<file path="src/rtl/id_decode_hazard.sv">
// id_decode_hazard: decode stage of the 32-bit MIPS pipeline, sitting between IF and EX.
// It decodes each accepted instruction into register fields and classifies it by type.
// It keeps a HAZ_DEPTH-deep window of the destinations of older instructions still in flight.
// A source that matches an in-flight destination either stalls the stage or is forwarded.
// The output register uses a valid/ready handshake.
// After a HALT is accepted the stage stops accepting instructions until reset.
// Optional feature macro: ID_FORWARD_EN turns on the operand-forwarding selects.
// Without it, every match stalls and the forwarding selects are tied to zero.
// Only XLEN = 32 and HAZ_DEPTH in 1..3 are meaningful.
module id_decode_hazard #(
    parameter int XLEN      = 32,
    parameter int RA_W      = 5,
    parameter int HAZ_DEPTH = 2
) (
    input  logic            clk,
    input  logic            rst_n,
    input  logic            in_valid,
    output logic            in_ready,
    input  logic [XLEN-1:0] in_instr,
    output logic            out_valid,
    input  logic            out_ready,
    output logic [5:0]      out_opcode,
    output logic [1:0]      out_type,
    output logic [RA_W-1:0] out_rs,
    output logic [RA_W-1:0] out_rt,
    output logic [RA_W-1:0] out_rd,
    output logic [4:0]      out_sa,
    output logic [5:0]      out_funct,
    output logic [15:0]     out_imm,
    output logic [25:0]     out_jaddr,
    output logic            out_wb_en,
    output logic [RA_W-1:0] out_wb_reg,
    output logic            out_illegal,
    output logic [1:0]      fwd_rs_sel,
    output logic [1:0]      fwd_rt_sel,
    output logic            stall,
    output logic            halted
);

`ifdef ID_FORWARD_EN
    localparam bit FWD_EN = 1'b1;
`else
    localparam bit FWD_EN = 1'b0;
`endif

    localparam logic [1:0] TYPE_R    = 2'd0;
    localparam logic [1:0] TYPE_J    = 2'd1;
    localparam logic [1:0] TYPE_HALT = 2'd2;
    localparam logic [1:0] TYPE_I    = 2'd3;

    localparam logic [5:0] OP_RTYPE = 6'h00;
    localparam logic [5:0] OP_J     = 6'h02;
    localparam logic [5:0] OP_BEQ   = 6'h04;
    localparam logic [5:0] OP_BNE   = 6'h05;
    localparam logic [5:0] OP_ADDI  = 6'h08;
    localparam logic [5:0] OP_ANDI  = 6'h0C;
    localparam logic [5:0] OP_LW    = 6'h23;
    localparam logic [5:0] OP_SW    = 6'h2B;
    localparam logic [5:0] OP_HALT  = 6'h3F;

    // Raw fields of the instruction presented by IF
    logic [5:0]      dec_opcode;
    logic [RA_W-1:0] dec_rs;
    logic [RA_W-1:0] dec_rt;
    logic [RA_W-1:0] dec_rd;

    assign dec_opcode = in_instr[31:26];
    assign dec_rs     = RA_W'(in_instr[25:21]);
    assign dec_rt     = RA_W'(in_instr[20:16]);
    assign dec_rd     = RA_W'(in_instr[15:11]);

    // Classification results
    logic [1:0]      dec_type;
    logic            dec_use_rs;
    logic            dec_use_rt;
    logic            dec_has_dst;
    logic [RA_W-1:0] dec_dst;
    logic            dec_load;
    logic            dec_illegal;
    logic            dec_wb_en;
    logic [RA_W-1:0] dec_wb_reg;

    // Classify the opcode: type, which sources are read, and which register is written
    always_comb begin
        dec_type    = TYPE_I;
        dec_use_rs  = 1'b0;
        dec_use_rt  = 1'b0;
        dec_has_dst = 1'b0;
        dec_dst     = '0;
        dec_load    = 1'b0;
        dec_illegal = 1'b0;
        case (dec_opcode)
            OP_RTYPE: begin
                dec_type    = TYPE_R;
                dec_use_rs  = 1'b1;
                dec_use_rt  = 1'b1;
                dec_has_dst = 1'b1;
                dec_dst     = dec_rd;
            end
            OP_J: begin
                dec_type = TYPE_J;
            end
            OP_HALT: begin
                dec_type = TYPE_HALT;
            end
            OP_ADDI, OP_ANDI: begin
                dec_use_rs  = 1'b1;
                dec_has_dst = 1'b1;
                dec_dst     = dec_rt;
            end
            OP_LW: begin
                dec_use_rs  = 1'b1;
                dec_has_dst = 1'b1;
                dec_dst     = dec_rt;
                dec_load    = 1'b1;
            end
            OP_SW, OP_BEQ, OP_BNE: begin
                dec_use_rs = 1'b1;
                dec_use_rt = 1'b1;
            end
            default: begin
                // Unknown opcode: flows through as a NOP, reads and writes nothing
                dec_illegal = 1'b1;
            end
        endcase
    end

    // A write to r0 is architecturally discarded, so it never enters the window
    assign dec_wb_en  = dec_has_dst && (dec_dst != '0);
    assign dec_wb_reg = dec_wb_en ? dec_dst : '0;

    // In-flight destination window, slot 0 is the instruction now held in the output register
    logic            slot_vld_p1 [HAZ_DEPTH];
    logic [RA_W-1:0] slot_reg_p1 [HAZ_DEPTH];
    logic            slot_ld_p1  [HAZ_DEPTH];

    logic       rs_hit;
    logic       rt_hit;
    logic [1:0] rs_sel;
    logic [1:0] rt_sel;
    logic       rs_ld;
    logic       rt_ld;
    logic       rs_blk;
    logic       rt_blk;
    logic       hazard;
    logic       advance;
    logic       accept;

    // Search the window from oldest to newest so the newest matching producer wins
    always_comb begin
        rs_hit = 1'b0;
        rt_hit = 1'b0;
        rs_sel = 2'd0;
        rt_sel = 2'd0;
        rs_ld  = 1'b0;
        rt_ld  = 1'b0;
        for (int i = HAZ_DEPTH - 1; i >= 0; i--) begin
            if (slot_vld_p1[i] && dec_use_rs && (dec_rs != '0) && (slot_reg_p1[i] == dec_rs)) begin
                rs_hit = 1'b1;
                rs_sel = 2'(i + 1);
                rs_ld  = slot_ld_p1[i];
            end
            if (slot_vld_p1[i] && dec_use_rt && (dec_rt != '0) && (slot_reg_p1[i] == dec_rt)) begin
                rt_hit = 1'b1;
                rt_sel = 2'(i + 1);
                rt_ld  = slot_ld_p1[i];
            end
        end
    end

    // With forwarding only a load still sitting in slot 0 blocks (its data is not ready yet)
    assign rs_blk = rs_hit & (~FWD_EN | (rs_ld & (rs_sel == 2'd1)));
    assign rt_blk = rt_hit & (~FWD_EN | (rt_ld & (rt_sel == 2'd1)));
    assign hazard = rs_blk | rt_blk;

    assign advance  = out_ready | ~out_valid;
    assign in_ready = advance & ~halted & ~hazard;
    assign accept   = in_valid & in_ready;
    assign stall    = in_valid & ~halted & hazard;

    // Age the window whenever the output register moves; a bubble enters as an invalid slot
    always_ff @(posedge clk) begin
        if (!rst_n) begin
            for (int i = 0; i < HAZ_DEPTH; i++) begin
                slot_vld_p1[i] <= 1'b0;
                slot_ld_p1[i]  <= 1'b0;
            end
        end else if (advance) begin
            for (int i = HAZ_DEPTH - 1; i > 0; i--) begin
                slot_vld_p1[i] <= slot_vld_p1[i-1];
                slot_reg_p1[i] <= slot_reg_p1[i-1];
                slot_ld_p1[i]  <= slot_ld_p1[i-1];
            end
            slot_vld_p1[0] <= accept & dec_wb_en;
            slot_reg_p1[0] <= dec_wb_reg;
            slot_ld_p1[0]  <= accept & dec_wb_en & dec_load;
        end
    end

    // ---- decode -> EX output register boundary ----
    // Output register: load on acceptance, drop valid on a bubble, hold under backpressure
    always_ff @(posedge clk) begin
        if (!rst_n) begin
            out_valid   <= 1'b0;
            out_opcode  <= '0;
            out_type    <= '0;
            out_rs      <= '0;
            out_rt      <= '0;
            out_rd      <= '0;
            out_sa      <= '0;
            out_funct   <= '0;
            out_imm     <= '0;
            out_jaddr   <= '0;
            out_wb_en   <= 1'b0;
            out_wb_reg  <= '0;
            out_illegal <= 1'b0;
`ifdef ID_FORWARD_EN
            fwd_rs_sel  <= 2'd0;
            fwd_rt_sel  <= 2'd0;
`endif
        end else if (advance) begin
            out_valid <= accept;
            if (accept) begin
                out_opcode  <= dec_opcode;
                out_type    <= dec_type;
                out_rs      <= dec_rs;
                out_rt      <= dec_rt;
                out_rd      <= dec_rd;
                out_sa      <= in_instr[10:6];
                out_funct   <= in_instr[5:0];
                out_imm     <= in_instr[15:0];
                out_jaddr   <= in_instr[25:0];
                out_wb_en   <= dec_wb_en;
                out_wb_reg  <= dec_wb_reg;
                out_illegal <= dec_illegal;
`ifdef ID_FORWARD_EN
                fwd_rs_sel  <= rs_sel;
                fwd_rt_sel  <= rt_sel;
`endif
            end
        end
    end

`ifndef ID_FORWARD_EN
    assign fwd_rs_sel = 2'd0;
    assign fwd_rt_sel = 2'd0;
`endif

    // HALT is sticky until reset
    always_ff @(posedge clk) begin
        if (!rst_n) begin
            halted <= 1'b0;
        end else if (accept && (dec_type == TYPE_HALT)) begin
            halted <= 1'b1;
        end
    end

endmodule
</file>
<file path="config.mk">
export PLATFORM = sky130hd
export DESIGN_NAME = id_decode_hazard
export DESIGN_NICKNAME = d
export VERILOG_FILES = /design/src/rtl/id_decode_hazard.sv
export SDC_FILE = /design/constraint.sdc
export NUM_CORES = 1
export LEC_CHECK = 0
export ABC_AREA = 1
export CORE_MARGIN = 2
export CORE_UTILIZATION = 47
export CTS_BUF_LIST = sky130_fd_sc_hd__clkbuf_8
export DETAILED_ROUTE_END_ITERATION = 12
export PLACE_DENSITY = 0.95
export SYNTH_ARGS = -nofsm -noshare
export SYNTH_HDL_FRONTEND = slang
export SYNTH_SLANG_ARGS = --single-unit
</file>
<file path="constraint.sdc">
create_clock -name clk -period 4.3 [get_ports clk]
set_input_delay 0.86 -clock clk [delete_from_list [all_inputs] [get_ports clk]]
set_output_delay 0.86 -clock clk [all_outputs]
set_load 0.005 [all_outputs]
</file>
==> flow_metrics.env <==
export IMPL_internal_power_mw=0.864
export IMPL_synth_cell_type_count=23
export IMPL_cts_root_buf="clkbuf_8"
export IMPL_wl_microns=7300
export IMPL_largestRegisters="slot_reg_p1 x10, out_opcode x6"
export IMPL_fmax_ghz=0.268
export IMPL_min_path_type="flop to flop"
export IMPL_firstDrtPassIters=4
export IMPL_grt_pass1_wl_microns=11600
export IMPL_ys_flop_type="dfxtp_1"
export IMPL_hold_violations=0
export IMPL_postRouteAntennaNets=0
export IMPL_die_h_microns=82.2
export IMPL_initial_core_util=0.485
export IMPL_final_max_slew_viol_count=0
export IMPL_drt_iter0_markers=105
export IMPL_largest_register_ffs=10
export IMPL_post_cts_resized=0
export IMPL_placed_cells=553
export IMPL_syn_inst=409
export IMPL_grt_total_usage=0.221
export IMPL_timing_final_crit_share=0.867
export IMPL_end_kind="output port"
export IMPL_postCtsHoldBufs=0
export IMPL_antenna_cells=0
export IMPL_clock_path_buffers=2
export IMPL_core_area_sq_um=5920
export IMPL_postSynthAreaPerCell_sq_um=7.02
export IMPL_period_minus_slack_ps=3730
export IMPL_crit_fanout=5
export IMPL_synth_area_sq_um=2870
export IMPL_seq_power_share=0.505
export IMPL_synth_top_area_share=0.300
export IMPL_nets=521
export IMPL_wl_per_cell_microns=13.0
export IMPL_ys_warn_count=0
export IMPL_clk_pin_slew_worst_paths_ps=90
export IMPL_fin_tns_setup_ps=0
export IMPL_boundaryPins=127
export IMPL_rows=28
export IMPL_skew_ps=16.3
export IMPL_cts_buffers=5
export IMPL_synth_edff_count=12
export IMPL_synth_most_common_cell="nor2_1"
export IMPL_p_total_mw=1.18
export IMPL_cts_setup_buffers=0
export IMPL_worst_pin_slew_ps=602
export IMPL_grt_max_degree=45
export IMPL_fillers=489
export IMPL_area_delta_synth_final_pct=35.5
export IMPL_power_switching_mw=0.320
export IMPL_async_flop_share=0
export IMPL_vias=2685
export IMPL_port_buffers=122
export IMPL_setup_violations=0
export IMPL_fp_dieW_microns=82.2
export IMPL_cts_sinks=55
export IMPL_total_leakage_power_nw=1.74
export IMPL_synth_seq_area_share=0.425
export IMPL_register_area_sq_um=1220
export IMPL_drc=0
export IMPL_share_comb_of_total_power=0.244
export IMPL_ys_seq_elements=55
export IMPL_status="finished, final reports clean"
export IMPL_p_sw_frac=0.270
export IMPL_yosysTopAreaCell="dfxtp_1"
export IMPL_multi_input_area_sq_um=1120
export IMPL_instances_no_fill=561
export IMPL_synthTopCellsByCount="98 x nor2_1, 85 x nand2_1, 49 x buf_4"
export IMPL_arrival_ps=2870
export IMPL_rsz0062_at_grt="false"
export IMPL_yosys_top_cells_area="dfxtp_1 30%, buf_4 13%, nor2_1 13%"
export IMPL_peakVddDrop_v=0.000213
export IMPL_hold_ws_ps=489
export IMPL_grt_pass1_vias=2571
export IMPL_clkPwrFrac=0.251
export IMPL_drv_cap=0
export IMPL_slew_headroom=0.598
export IMPL_routabilityCongestion=0.866
export IMPL_cts_tree="built"
export IMPL_dpl_hpwl_microns=5660
export IMPL_power_density_nw_per_um2=304
export IMPL_htree_num_levels=2
export IMPL_required_ps=3440
export IMPL_vias_per_cell=4.79
export IMPL_regMostFlops="slot_reg_p1"
export IMPL_die_area_sq_um=6750
export IMPL_worstSetupPathType="input pin to output port"
export IMPL_drive_gt1_frac=0.0309
export IMPL_cp_start_kind="input pin"
export IMPL_clock_latency_ps=310
export IMPL_antenna_found_initial=0
export IMPL_grt_overflow=0
stage by stage:
step	setup WS (ps)	utilization	cell area (sq um)
finish	570	0.657	3890
global route	397	0.657	3890
CTS	602	0.657	3890
detailed placement	597	0.641	3800
global placement	608	0.641	3800
floorplan	1820	-	2880
power groups by stage:
stage	clock, mW	combinational, mW	sequential, mW
final	0.297	0.289	0.597
after CTS	0.301	0.291	0.598
after floorplan	0	0.149	0.607
after global routing	0.320	0.322	0.603
after detailed placement	0	0.290	0.609
after global placement	0	0.285	0.608
layout make-up:
cell class | instances | share of cell area
repair buffers | 123 | 0.316
flip-flops and latches | 55 | 0.314
multi-input cells | 265 | 0.288
inverters | 35 | 0.0344
well taps | 75 | 0.0241
clock buffers | 6 | 0.0212
clock inverters | 2 | 0.00321
final timing paths:
kind | from | to | slack (ps) | depth (start not counted)
max | in_instr[28] | in_ready | 570 | 10
min | out_wb_reg[1]$_SDFFE_PN0P_ | out_wb_reg[1]$_SDFFE_PN0P_ | 490 | 2
max reg2reg | slot_reg_p1[0][3]$_DFFE_PP_ | out_opcode[3]$_SDFFE_PN0P_ | 2060 | 11
min reg2reg | out_wb_reg[1]$_SDFFE_PN0P_ | out_wb_reg[1]$_SDFFE_PN0P_ | 490 | 2
critical path: stages:
cell and delay, ps:
clkdlybuf4s50_1 570, nor2_2 80, nand3_1 100, nand2_1 70, nor2_1 190, nor2_2 60, nand2_2 90, nand2_1 70
nor2_1 190, clkdlybuf4s50_1 570
layout by cell type, fill, tap and decap left out, drive strengths merged:
| cell | n |
|---|---|
| buf | 1 |
| clkbuf | 6 |
| clkinv | 1 |
| inv | 36 |
| conb | 4 |
| a22oi | 1 |
| and3 | 1 |
| dfxtp | 43 |
| o21ai | 40 |
| edfxtp | 12 |
| nor2 | 101 |
| nand2 | 86 |
| nand4 | 1 |
| clkdlybuf4s50 | 122 |
| a21oi | 4 |
| nand3b | 1 |
| nor3 | 4 |
| nand3 | 22 |
kinds of logic after synthesis:
family                 Yosys count  share of synthesized area
and+or+nand+nor                216                      0.305
buffers and inverters           92                      0.189
DFF                             55                      0.425
AOI/OAI and AO/OA               45                     0.0793
other                            1                    0.00131
per-layer routing:
metal / wire length [microns] / vias up / GRT usage
li1: - / 1379 / -
met1: 3090 / 1194 / 0.265
met2: 3580 / 102 / 0.391
met3: 527 / 10 / 0.0500
met4: 99 / 0 / 0.0683
met5: 0 / - / 0
Note: power is estimated with default switching activity, not from simulation.
